File: src/rtl/l1_dcache_waypred.sv
// 2-way set-associative write-back L1 data cache with a per-set MRU way predictor,
// per-line fill timestamps and refresh-on-stale-hit.
module l1_dcache_waypred #(
  parameter int NUM_SETS     = 16,
  parameter int STALE_CYCLES = 64,
  parameter int TS_WIDTH     = 16
) (
  input  logic        clk,
  input  logic        rst_n,
  input  logic        req_valid,
  input  logic        req_we,
  input  logic [31:0] req_addr,
  input  logic [31:0] req_wdata,
  input  logic [3:0]  req_wstrb,
  output logic        resp_valid,
  output logic [31:0] resp_rdata,
  output logic        resp_stall,
  output logic        mem_req_valid,
  output logic        mem_req_we,
  output logic [31:0] mem_req_addr,
  output logic [31:0] mem_req_wdata,
  input  logic [31:0] mem_resp_rdata,
  input  logic        mem_resp_valid,
  output logic [31:0] hits,
  output logic [31:0] misses,
  output logic [31:0] evictions,
  output logic [31:0] dirty_evictions,
  output logic [31:0] predictor_hits,
  output logic [31:0] predictor_misses,
  output logic [31:0] stale_events
);

  localparam int IDX_W = $clog2(NUM_SETS);
  localparam int TAG_W = 30 - IDX_W;

  typedef enum logic [2:0] {IDLE, LOOKUP, ALT, WB, FILL, REFRESH} state_t;

  state_t              state_reg;
  logic [TAG_W-1:0]    tag_reg;
  logic [IDX_W-1:0]    idx_reg;
  logic                we_reg;
  logic [31:0]         wdata_reg;
  logic [3:0]          wstrb_reg;
  logic                way_reg;
  logic [NUM_SETS-1:0] mru_reg;
  logic [TS_WIDTH-1:0] now_reg;

  logic                accept;
  logic [IDX_W-1:0]    req_idx;
  logic                addr_lsb_unused;

  // Line contents of both ways of the requested set, captured at acceptance.
  logic                p_valid [2];
  logic                p_dirty [2];
  logic [TAG_W-1:0]    p_tag   [2];
  logic [31:0]         p_data  [2];
  logic [TS_WIDTH-1:0] p_ts    [2];

  logic                probe_way;
  logic                probe_hit;
  logic [TS_WIDTH-1:0] probe_age;
  logic                probe_stale;
  logic                probing;
  logic                mem_done;
  logic                need_refresh;
  logic                respond;
  logic                victim_way;
  logic [31:0]         base_data;
  logic                base_dirty;
  logic [31:0]         merged;

  logic                wr_en;
  logic                wr_dirty;
  logic [TS_WIDTH-1:0] wr_ts;

  assign accept          = (state_reg == IDLE) && req_valid;
  assign req_idx         = req_addr[IDX_W+1:2];
  assign addr_lsb_unused = ^req_addr[1:0];
  assign resp_stall      = (state_reg != IDLE);

  generate
    for (genvar gi = 0; gi < 2; gi++) begin : g_way
      logic [TAG_W-1:0]    tag_mem  [NUM_SETS];
      logic [31:0]         data_mem [NUM_SETS];
      logic [TS_WIDTH-1:0] ts_mem   [NUM_SETS];
      logic [NUM_SETS-1:0] valid_q;
      logic [NUM_SETS-1:0] dirty_q;
      logic [TAG_W-1:0]    tag_rd_reg;
      logic [31:0]         data_rd_reg;
      logic [TS_WIDTH-1:0] ts_rd_reg;
      logic                valid_rd_reg;
      logic                dirty_rd_reg;
      logic                way_wr;

      assign way_wr = wr_en && (probe_way == 1'(gi));

      always_ff @(posedge clk) begin
        if (way_wr) begin
          tag_mem[idx_reg]  <= tag_reg;
          data_mem[idx_reg] <= merged;
          ts_mem[idx_reg]   <= wr_ts;
        end
        if (accept) begin
          tag_rd_reg  <= tag_mem[req_idx];
          data_rd_reg <= data_mem[req_idx];
          ts_rd_reg   <= ts_mem[req_idx];
        end
      end

      always_ff @(posedge clk) begin
        if (rst_n) begin
          valid_q      <= '0;
          dirty_q      <= '0;
          valid_rd_reg <= 1'b0;
          dirty_rd_reg <= 1'b0;
        end else begin
          if (way_wr) begin
            valid_q[idx_reg] <= 1'b1;
            dirty_q[idx_reg] <= wr_dirty;
          end
          if (accept) begin
            valid_rd_reg <= valid_q[req_idx];
            dirty_rd_reg <= dirty_q[req_idx];
          end
        end
      end

      assign p_valid[gi] = valid_rd_reg;
      assign p_dirty[gi] = dirty_rd_reg;
      assign p_tag[gi]   = tag_rd_reg;
      assign p_data[gi]  = data_rd_reg;
      assign p_ts[gi]    = ts_rd_reg;
    end

    for (genvar gi = 0; gi < 4; gi++) begin : g_merge
      assign merged[8*gi +: 8] = (we_reg && wstrb_reg[gi]) ? wdata_reg[8*gi +: 8]
                                                           : base_data[8*gi +: 8];
    end
  endgenerate

  always_comb begin
    probing      = (state_reg == LOOKUP) || (state_reg == ALT);
    probe_way    = (state_reg == LOOKUP) ? mru_reg[idx_reg] : way_reg;
    probe_hit    = p_valid[probe_way] && (p_tag[probe_way] == tag_reg);
    probe_age    = now_reg - p_ts[probe_way];
    probe_stale  = probe_age >= TS_WIDTH'(STALE_CYCLES);
    mem_done     = ((state_reg == FILL) || (state_reg == REFRESH)) &&
                   mem_req_valid && mem_resp_valid;
    // Only clean stale lines are re-read; dirty ones are newer than memory.
    need_refresh = probing && probe_hit && probe_stale && !p_dirty[probe_way];
    respond      = (probing && probe_hit && !need_refresh) || mem_done;
    base_data    = mem_done ? mem_resp_rdata : p_data[probe_way];
    base_dirty   = mem_done ? 1'b0 : p_dirty[probe_way];
    wr_en        = respond && !rst_n;
    wr_dirty     = base_dirty || we_reg;
    wr_ts        = (mem_done || probe_stale) ? now_reg : p_ts[probe_way];
    if (!p_valid[0]) begin
      victim_way = 1'b0;
    end else if (!p_valid[1]) begin
      victim_way = 1'b1;
    end else begin
      victim_way = ~mru_reg[idx_reg];
    end
  end

  always_ff @(posedge clk) begin
    if (rst_n) begin
      state_reg        <= IDLE;
      tag_reg          <= '0;
      idx_reg          <= '0;
      we_reg           <= 1'b0;
      wdata_reg        <= '0;
      wstrb_reg        <= '0;
      way_reg          <= 1'b0;
      mru_reg          <= '0;
      now_reg          <= '0;
      resp_valid       <= 1'b0;
      resp_rdata       <= '0;
      mem_req_valid    <= 1'b0;
      mem_req_we       <= 1'b0;
      mem_req_addr     <= '0;
      mem_req_wdata    <= '0;
      hits             <= '0;
      misses           <= '0;
      evictions        <= '0;
      dirty_evictions  <= '0;
      predictor_hits   <= '0;
      predictor_misses <= '0;
      stale_events     <= '0;
    end else begin
      now_reg    <= now_reg + 1'b1;
      resp_valid <= 1'b0;
      case (state_reg)
        IDLE: begin
          if (req_valid) begin
            tag_reg   <= req_addr[31:IDX_W+2];
            idx_reg   <= req_idx;
            we_reg    <= req_we;
            wdata_reg <= req_wdata;
            wstrb_reg <= req_wstrb;
            state_reg <= LOOKUP;
          end
        end
        LOOKUP, ALT: begin
          if (probe_hit) begin
            hits <= hits + 32'd1;
            if (state_reg == LOOKUP) predictor_hits <= predictor_hits + 32'd1;
            if (probe_stale) stale_events <= stale_events + 32'd1;
            if (need_refresh) begin
              way_reg   <= probe_way;
              state_reg <= REFRESH;
            end
          end else if (state_reg == LOOKUP) begin
            predictor_misses <= predictor_misses + 32'd1;
            way_reg          <= ~probe_way;
            state_reg        <= ALT;
          end else begin
            misses  <= misses + 32'd1;
            way_reg <= victim_way;
            if (p_valid[victim_way]) evictions <= evictions + 32'd1;
            if (p_valid[victim_way] && p_dirty[victim_way]) begin
              dirty_evictions <= dirty_evictions + 32'd1;
              state_reg       <= WB;
            end else begin
              state_reg <= FILL;
            end
          end
        end
        WB: begin
          if (!mem_req_valid) begin
            mem_req_valid <= 1'b1;
            mem_req_we    <= 1'b1;
            mem_req_addr  <= {p_tag[way_reg], idx_reg, 2'b00};
            mem_req_wdata <= p_data[way_reg];
          end else if (mem_resp_valid) begin
            mem_req_valid <= 1'b0;
            mem_req_we    <= 1'b0;
            state_reg     <= FILL;
          end
        end
        FILL, REFRESH: begin
          if (!mem_req_valid) begin
            mem_req_valid <= 1'b1;
            mem_req_we    <= 1'b0;
            mem_req_addr  <= {tag_reg, idx_reg, 2'b00};
          end else if (mem_resp_valid) begin
            mem_req_valid <= 1'b0;
          end
        end
        default: state_reg <= IDLE;
      endcase
      // Completion of any path: line already written this edge, answer the CPU.
      if (respond) begin
        resp_valid       <= 1'b1;
        resp_rdata       <= merged;
        mru_reg[idx_reg] <= probe_way;
        state_reg        <= IDLE;
      end
    end
  end

endmodule

File: config.mk
export PLATFORM = sky130hd
export DESIGN_NAME = l1_dcache_waypred
export DESIGN_NICKNAME = d
export VERILOG_FILES = /design/src/rtl/l1_dcache_waypred.sv
export SDC_FILE = /design/constraint.sdc
export NUM_CORES = 2
export LEC_CHECK = 0
export BUFFER_PORTS_ARGS = -buffer_cell sky130_fd_sc_hd__buf_2
export CAP_MARGIN = 25
export CORE_MARGIN = 10
export CORE_UTILIZATION = 41
export DETAILED_ROUTE_END_ITERATION = 16
export GPL_ROUTABILITY_DRIVEN = 1
export PLACE_DENSITY_LB_ADDON = 0.2
export SLEW_MARGIN = 20
export SYNTH_ARGS = -nofsm -noshare
export SYNTH_HDL_FRONTEND = slang
export SYNTH_SLANG_ARGS = --single-unit
File: constraint.sdc
create_clock -name clk -period 11.22 [get_ports clk]
set_clock_uncertainty 0.05 [all_clocks]
set_input_delay 1.683 -clock clk [delete_from_list [all_inputs] [get_ports clk]]
set_output_delay 1.683 -clock clk [all_outputs]
set_load 0.02 [all_outputs]
### After elaboration in Yosys (flattened, before gate mapping)

Memories as Yosys holds them, arrays and structs flattened. A register that Yosys moved wholly into a read port is not among the register bits.
Cells that the tools add are included.

| operators by class | value |
|---|---|
| order comparisons | 7 |
| reductions and logical operators | 45 |
| equal/unequal tests | 14 |
| bitwise logic cells | 11 |
| add/sub/neg operators | 9 |
| mux-type cells | 77 |

Operators with widths:

| operator | count |
|---|---|
| $mux W32 | 9 |
| $add A32 B1 Y32 const B | 7 |
| $mux W26 | 6 |
| $mux W16 | 4 |
| $pmux W32 S2 | 1 |
| $bwmux W16 | 3 |
| $mux W1 | 35 |
| $mux W8 | 4 |
| $or A16 B16 Y16 | 2 |
| $eq A26 B26 Y1 | 1 |
| $mux W3 | 7 |
| $bmux W1 S4 | 5 |
| $reduce_and A3 Y1 | 6 |
| $logic_and A1 B1 Y1 | 17 |
| $add A16 B1 Y16 const B | 1 |
| $ge A16 B7 Y1 const B | 1 |
| $sub A16 B16 Y16 | 1 |
| $pmux W3 S4 | 1 |
| $lt A4 B5 Y1 const B | 2 |
| $ne A2 B2 Y1 const B | 5 |
| $reduce_and A2 Y1 | 4 |
| $reduce_and A4 Y1 | 2 |
| $eq A3 B2 Y1 const B | 2 |
| $eq A3 B3 Y1 const B | 2 |
| 17 further kinds | 35 |

| storage, ports and cells | value |
|---|---|
| register bits | 494 |
| logic and storage cells | 199 |
| bits in writable memories | 2368 |
| bits of input ports | 105 |
| memories | 6 |
| output and inout port bits | 324 |

Memory list:

| memory | depth | bits a word | rd ports | clocked after Yosys merged registers in | write ports | line | text |
|---|---|---|---|---|---|---|---|
| g_way[0].data_mem | 16 | 32 | 1 | 1 | 1 | 84 | `logic [31:0] data_mem [NUM_SETS];` |
| g_way[1].data_mem | 16 | 32 | 1 | 1 | 1 | 84 |  |
| g_way[0].tag_mem | 16 | 26 | 1 | 1 | 1 | 83 | `logic [TAG_W-1:0] tag_mem [NUM_SETS];` |
| g_way[1].tag_mem | 16 | 26 | 1 | 1 | 1 | 83 |  |
| g_way[0].ts_mem | 16 | 16 | 1 | 1 | 1 | 85 | `logic [TS_WIDTH-1:0] ts_mem [NUM_SETS];` |
| g_way[1].ts_mem | 16 | 16 | 1 | 1 | 1 | 85 |  |

### Logic depth before layout (Yosys ltp)

| depth | value |
|---|---|
| depth in word-level cells | 19 |
| gate-level depth with buffers | 25 |
| gate-level depth less buffers | 16 |

### Worst setup path after synthesis

Ideal clock, no wire load.

| timing | value |
|---|---|
| kind | reg2reg |
| start point | reg state_reg[0] |
| end point | mem g_way[0].data_mem[0][0], enable pin |
| arrival time | 10.102 ns |
| path buffers | 8 |
| setup time | 0.598 ns |
| cell stages (with the launch flop) | 23 |
| clock period less this slack | 10.749 ns |
| slack | 0.471 ns |
| required time | 10.572 ns |
| cells stage by stage | dfxtp_1 > buf_2 > nor3b_1 > or2b_1 > o221ai_2 > buf_6 > buf_4 > buf_2 > clkbuf_1 > buf_1 > mux2i_1 > ha_1 > a21oi_1 > nor2_1 > a311oi_1 > o22ai_1 > o21a_1 > nor3_1 > and4_1 > buf_2 > o21ai_1 > buf_2 > nor3_1 |

| on the way | value |
|---|---|
| longest elaborated chain between the ends | 18 |
| elaborated cells on any way between the ends | 38 |
| those cells by class | 1 x add/sub; 1 x order compare; 5 x eq/ne; 15 x mux; 2 x bitwise; 14 x reduce/logical |

RTL lines:

| item | line | text |
|---|---|---|
| from (decl) | 38 | `state_t state_reg;` |
| from (signal assigned) | 168 | `state_reg <= IDLE;` |
| from (signal assigned) | 201 | `state_reg <= LOOKUP;` |
| from (signal assigned) | 211 | `state_reg <= REFRESH;` |
| parallel branches: the longest is 15 deep, another holds $sub A16 B16 Y16 | - |  |
| $logic_and A1 B1 Y1 (*) | 95 | `assign way_wr = wr_en && (probe_way == 1'(gi));` |
| $mux W1 (*) | 98 | `if (way_wr) begin` |
| $mux W1 (implied by the code) (*) | 100 | `data_mem[idx_reg] <= merged;` |
| to (decl) | 84 |  |

Every way passes the cells marked *. The select of a mux whose other input is x is not followed.

### Final worst setup path

| timing | value |
|---|---|
| start point | reg idx_reg[1] |
| end point | mem g_way[0].ts_mem[2][15], enable pin |

| on the way | value |
|---|---|
| longest elaborated chain between the ends | 19 |
| elaborated cells on any way between the ends | 32 |
| those cells by class | 1 x add/sub; 1 x order compare; 1 x eq/ne; 17 x mux; 2 x bitwise; 10 x reduce/logical |

RTL lines:

| item | line | text |
|---|---|---|
| from (decl) | 40 | `logic [IDX_W-1:0] idx_reg;` |
| from (signal assigned) | 197 | `idx_reg <= req_idx;` |
| parallel branches: the longest is 19 deep, another holds $sub A16 B16 Y16 | - |  |
| to (decl) | 85 |  |

Several ways; the timed one is not identified. The select of a mux whose other input is x is not followed.

==> flow_summary.yaml <==
pwr:
  p_seq_frac: 0.505
  p_total_uw: 26600
  comb_power_share: 0.126
  p_clk_frac: 0.369
  ir_worst_vdd_mv: 0.129
  power.switching_uw: 6900
  p_leak_uw: 0.0443
  powerDensity_nw_per_um2: 197
  intPower_uw: 19700
  swShare: 0.259
drt:
  dr.pass1.iters: 6
  drt_iter0_markers: 7279
  wl_per_cell_um: 29.0
  wl_met2_mm: 150
  ant_nets: 0
  wl_met1_mm: 138
  maxUsedRoutingLayer: "met5"
  num_vias: 63784
  via_per_inst: 5.73
  drc: 0
  wl_mm: 323
  route.met3.wl_mm: 25.7
worst_setup_path:
  endpoint_kind: "flop"
  rrSetupSlack_ps: 2870
  rr_endpoint: "g_way[0].ts_mem[2][15]$_DFFE_PP_"
  reg2reg_from: "idx_reg[1]$_SDFFE_PP0P_"
  cp.required_ps: 11630
  reg2regPathDepth: 18
  crit_path_start_kind: "flop"
  worstPathMaxFanout: 33
  cp.arrival_ps: 8760
  critPathKind: "flop to flop"
timing:
  rsz0062_at_grt: "false"
  slew_headroom: 0.241
  fin_tns_setup_ps: 0
  setup_viol: 0
  fmax_mhz: 120
  worstMarginPinSlew_ps: 1140
  timing.final.hold_violations: 0
  layout_setup_ws_ps: 2870
  post-route-min-period_ps: 8350
  maxSlewViolCount: 0
  fin_crit_sh: 0.744
min_path:
  min_from: "g_way[0].valid_q[12]$_SDFFE_PP0P_"
  min_path_type: "flop to flop"
  min_to: "g_way[0].valid_q[12]$_SDFFE_PP0P_"
  whs_path_depth: 2
clocking:
  ctsResizeCount: 0
  cts_buffer_depth: 4
  clock-root-buffer: "clkbuf_16"
  cts_tree: "yes"
  cts.clk_slew.worst_paths_ps: 60
  ctsHoldBuffers: 0
  postCtsSetupBuffers: 0
  cts.htree.levels: 5
  clock_latency_ps: 880
  clock-sinks: 3008
  cts_buffers: 308
grt:
  first_global_vias: 64070
  grt_antenna_before_repair: 12
  grt_pass1_wl_mm: 462
  grt_max_degree: 125
  grt_overflow: 0
  grt.total_usage: 0.203
run:
  maxCapViolCount: 0
synth:
  syn_area_um2: 118000
  synth_ff_type: "edfxtp_1"
  synth_cell_types: 90
  synth_area_per_cell_um2: 17.9
  synthCells: 6592
  synth-async-reset-ratio: 0
  yosysSeqAreaShare: 0.725
  yosys_register_bits: 3008
  yosysWarnings: 0
  synth_edf_count: 2516
die:
  die_h_um: 556
  die_x_um: 556
  rows: 196
  initial_core_util: 0.413
  boundaryPins: 429
  coreArea_um2: 286000
  die_area_um2: 309000
run_status:
  status: "completed"
cells_and_area:
  largestRegisters: "g_way.data_mem (1024), g_way.tag_mem (832), g_way.ts_mem (512)"
  drive_above_1_share: 0.257
  most-common-layout-cells: "edfxtp_1, mux4_2, dfxtp_1, nand2_1, buf_2"
  layout_commonest_cell: "edfxtp_1"
  fillers: 24044
  syn_to_final_growth_pct: 14.7
  top_register: "g_way.data_mem"
  final_nets: 7244
  largest_register_ffs: 1024
place:
  dpl.hpwl_mm: 177
  post-place-ws_ps: 2790
  place_congestion: 0.823
  portBuffers: 424
critical path, stage by stage (launching register included):
cell and delay [ps]:
dfxtp_1 920, mux2i_1 230, mux4_2 570, o221ai_4 290, buf_4 600, buf_4 610, mux2i_1 690, ha_1 460
a21o_1 190, a21oi_1 240, nand2b_1 120, o311a_1 310, o311a_1 170, nor2_1 110, and4_2 290, o21ai_4 70
buf_4 320, nor3_2 960, buf_4 630
logic make-up after synthesis:
family                   after synthesis  share of synthesized area
AO/OA/AOI/OAI                        642                     0.0332
XOR/XNOR                             214                     0.0159
adder cells (fa/ha/maj)               22                    0.00235
buffers and inverters                489                     0.0162
flip-flops                          3008                      0.725
multiplexers                         923                      0.157
other                                  1                  0.0000318
AND/OR/NAND/NOR                     1293                     0.0502
layer usage:
metal / GRT usage / vias up
li1: - / 27234
met4: 0.0525 / 6
met3: 0.0434 / 433
met5: 0 / -
met1: 0.288 / 33780
met2: 0.320 / 2331
worst max-delay path by stage:
stage	start	to	slack [ps]	cells after the start
global placement	idx_reg[1]$_SDFFE_PP0P_	g_way[0].ts_mem[2][13]$_DFFE_PP_	2820	15
finish	idx_reg[1]$_SDFFE_PP0P_	g_way[0].ts_mem[2][15]$_DFFE_PP_	2870	18
CTS	idx_reg[1]$_SDFFE_PP0P_	g_way[0].ts_mem[2][5]$_DFFE_PP_	2760	15
detailed placement	idx_reg[1]$_SDFFE_PP0P_	g_way[0].ts_mem[2][13]$_DFFE_PP_	2790	15
global route	idx_reg[1]$_SDFFE_PP0P_	g_way[0].ts_mem[2][5]$_DFFE_PP_	2580	17
floorplan	state_reg[0]$_SDFFE_PP0P_	g_way[0].data_mem[0][0]$_DFFE_PP_	470	22
layout make-up:
class,instances,area (µm²),area share
diodes,5,12.5,0.0000926
clock buffers,435,8670,0.0641
clock inverters,112,867,0.00642
inverters,104,398,0.00294
multi-input cells,3096,31100,0.230
flip-flops and latches,3008,85400,0.632
well taps,3762,4710,0.0348
repair buffers,602,4020,0.0297
through the flow:
stage	instances	hold WS (ps)	util	instance area [µm²]
2_1_floorplan	6593	364	-	118000
3_3_place_gp	10561	379	0.439	125000
3_5_place_dp	10569	389	0.439	126000
4_1_cts	11116	396	0.473	135000
5_1_grt	11121	414	0.473	135000
6_report	11124	395	0.473	135000
cells in the mapped netlist (all sizes together), types with 4 or more instances:
library cell	count	area, µm²
o211ai	64	485
nor2	333	1260
clkbuf	299	1120
or3	30	188
a21oi	234	1170
a221oi	16	140
buf	86	392
edfxtp	2516	75600
nor3	70	360
mux2i	165	1650
o311a	4	40.0
nand4	48	300
ha	18	225
o2111ai	6	58.8
mux2	15	173
xor2	131	1150
o21a	4	30.0
dfxtp	492	9850
a211oi	62	475
or4	5	37.5
and3	43	269
o311ai	4	35.0
mux4	743	16700
and4	19	166
o21ai	187	951
o22ai	5	31.3
nand2	486	1820
nor4bb	4	40.0
xnor2	83	727
nand3b	5	37.5
nor4	19	140
o41ai	7	61.3
o21bai	16	120
nand2b	11	68.8
or2	6	37.5
nor2b	40	250
nand3	138	691
inv	103	387
a21o	5	37.5
and2	24	150
power by group through the flow:
stage	clock network [µW]	registers [µW]	logic (µW)
global route	10400	13500	3640
floorplan	0	13700	1800
global placement	0	13700	3270
CTS	10000	13400	3390
finish	9830	13400	3360
detailed placement	0	13700	3380
(Power assumes the default switching activity.)
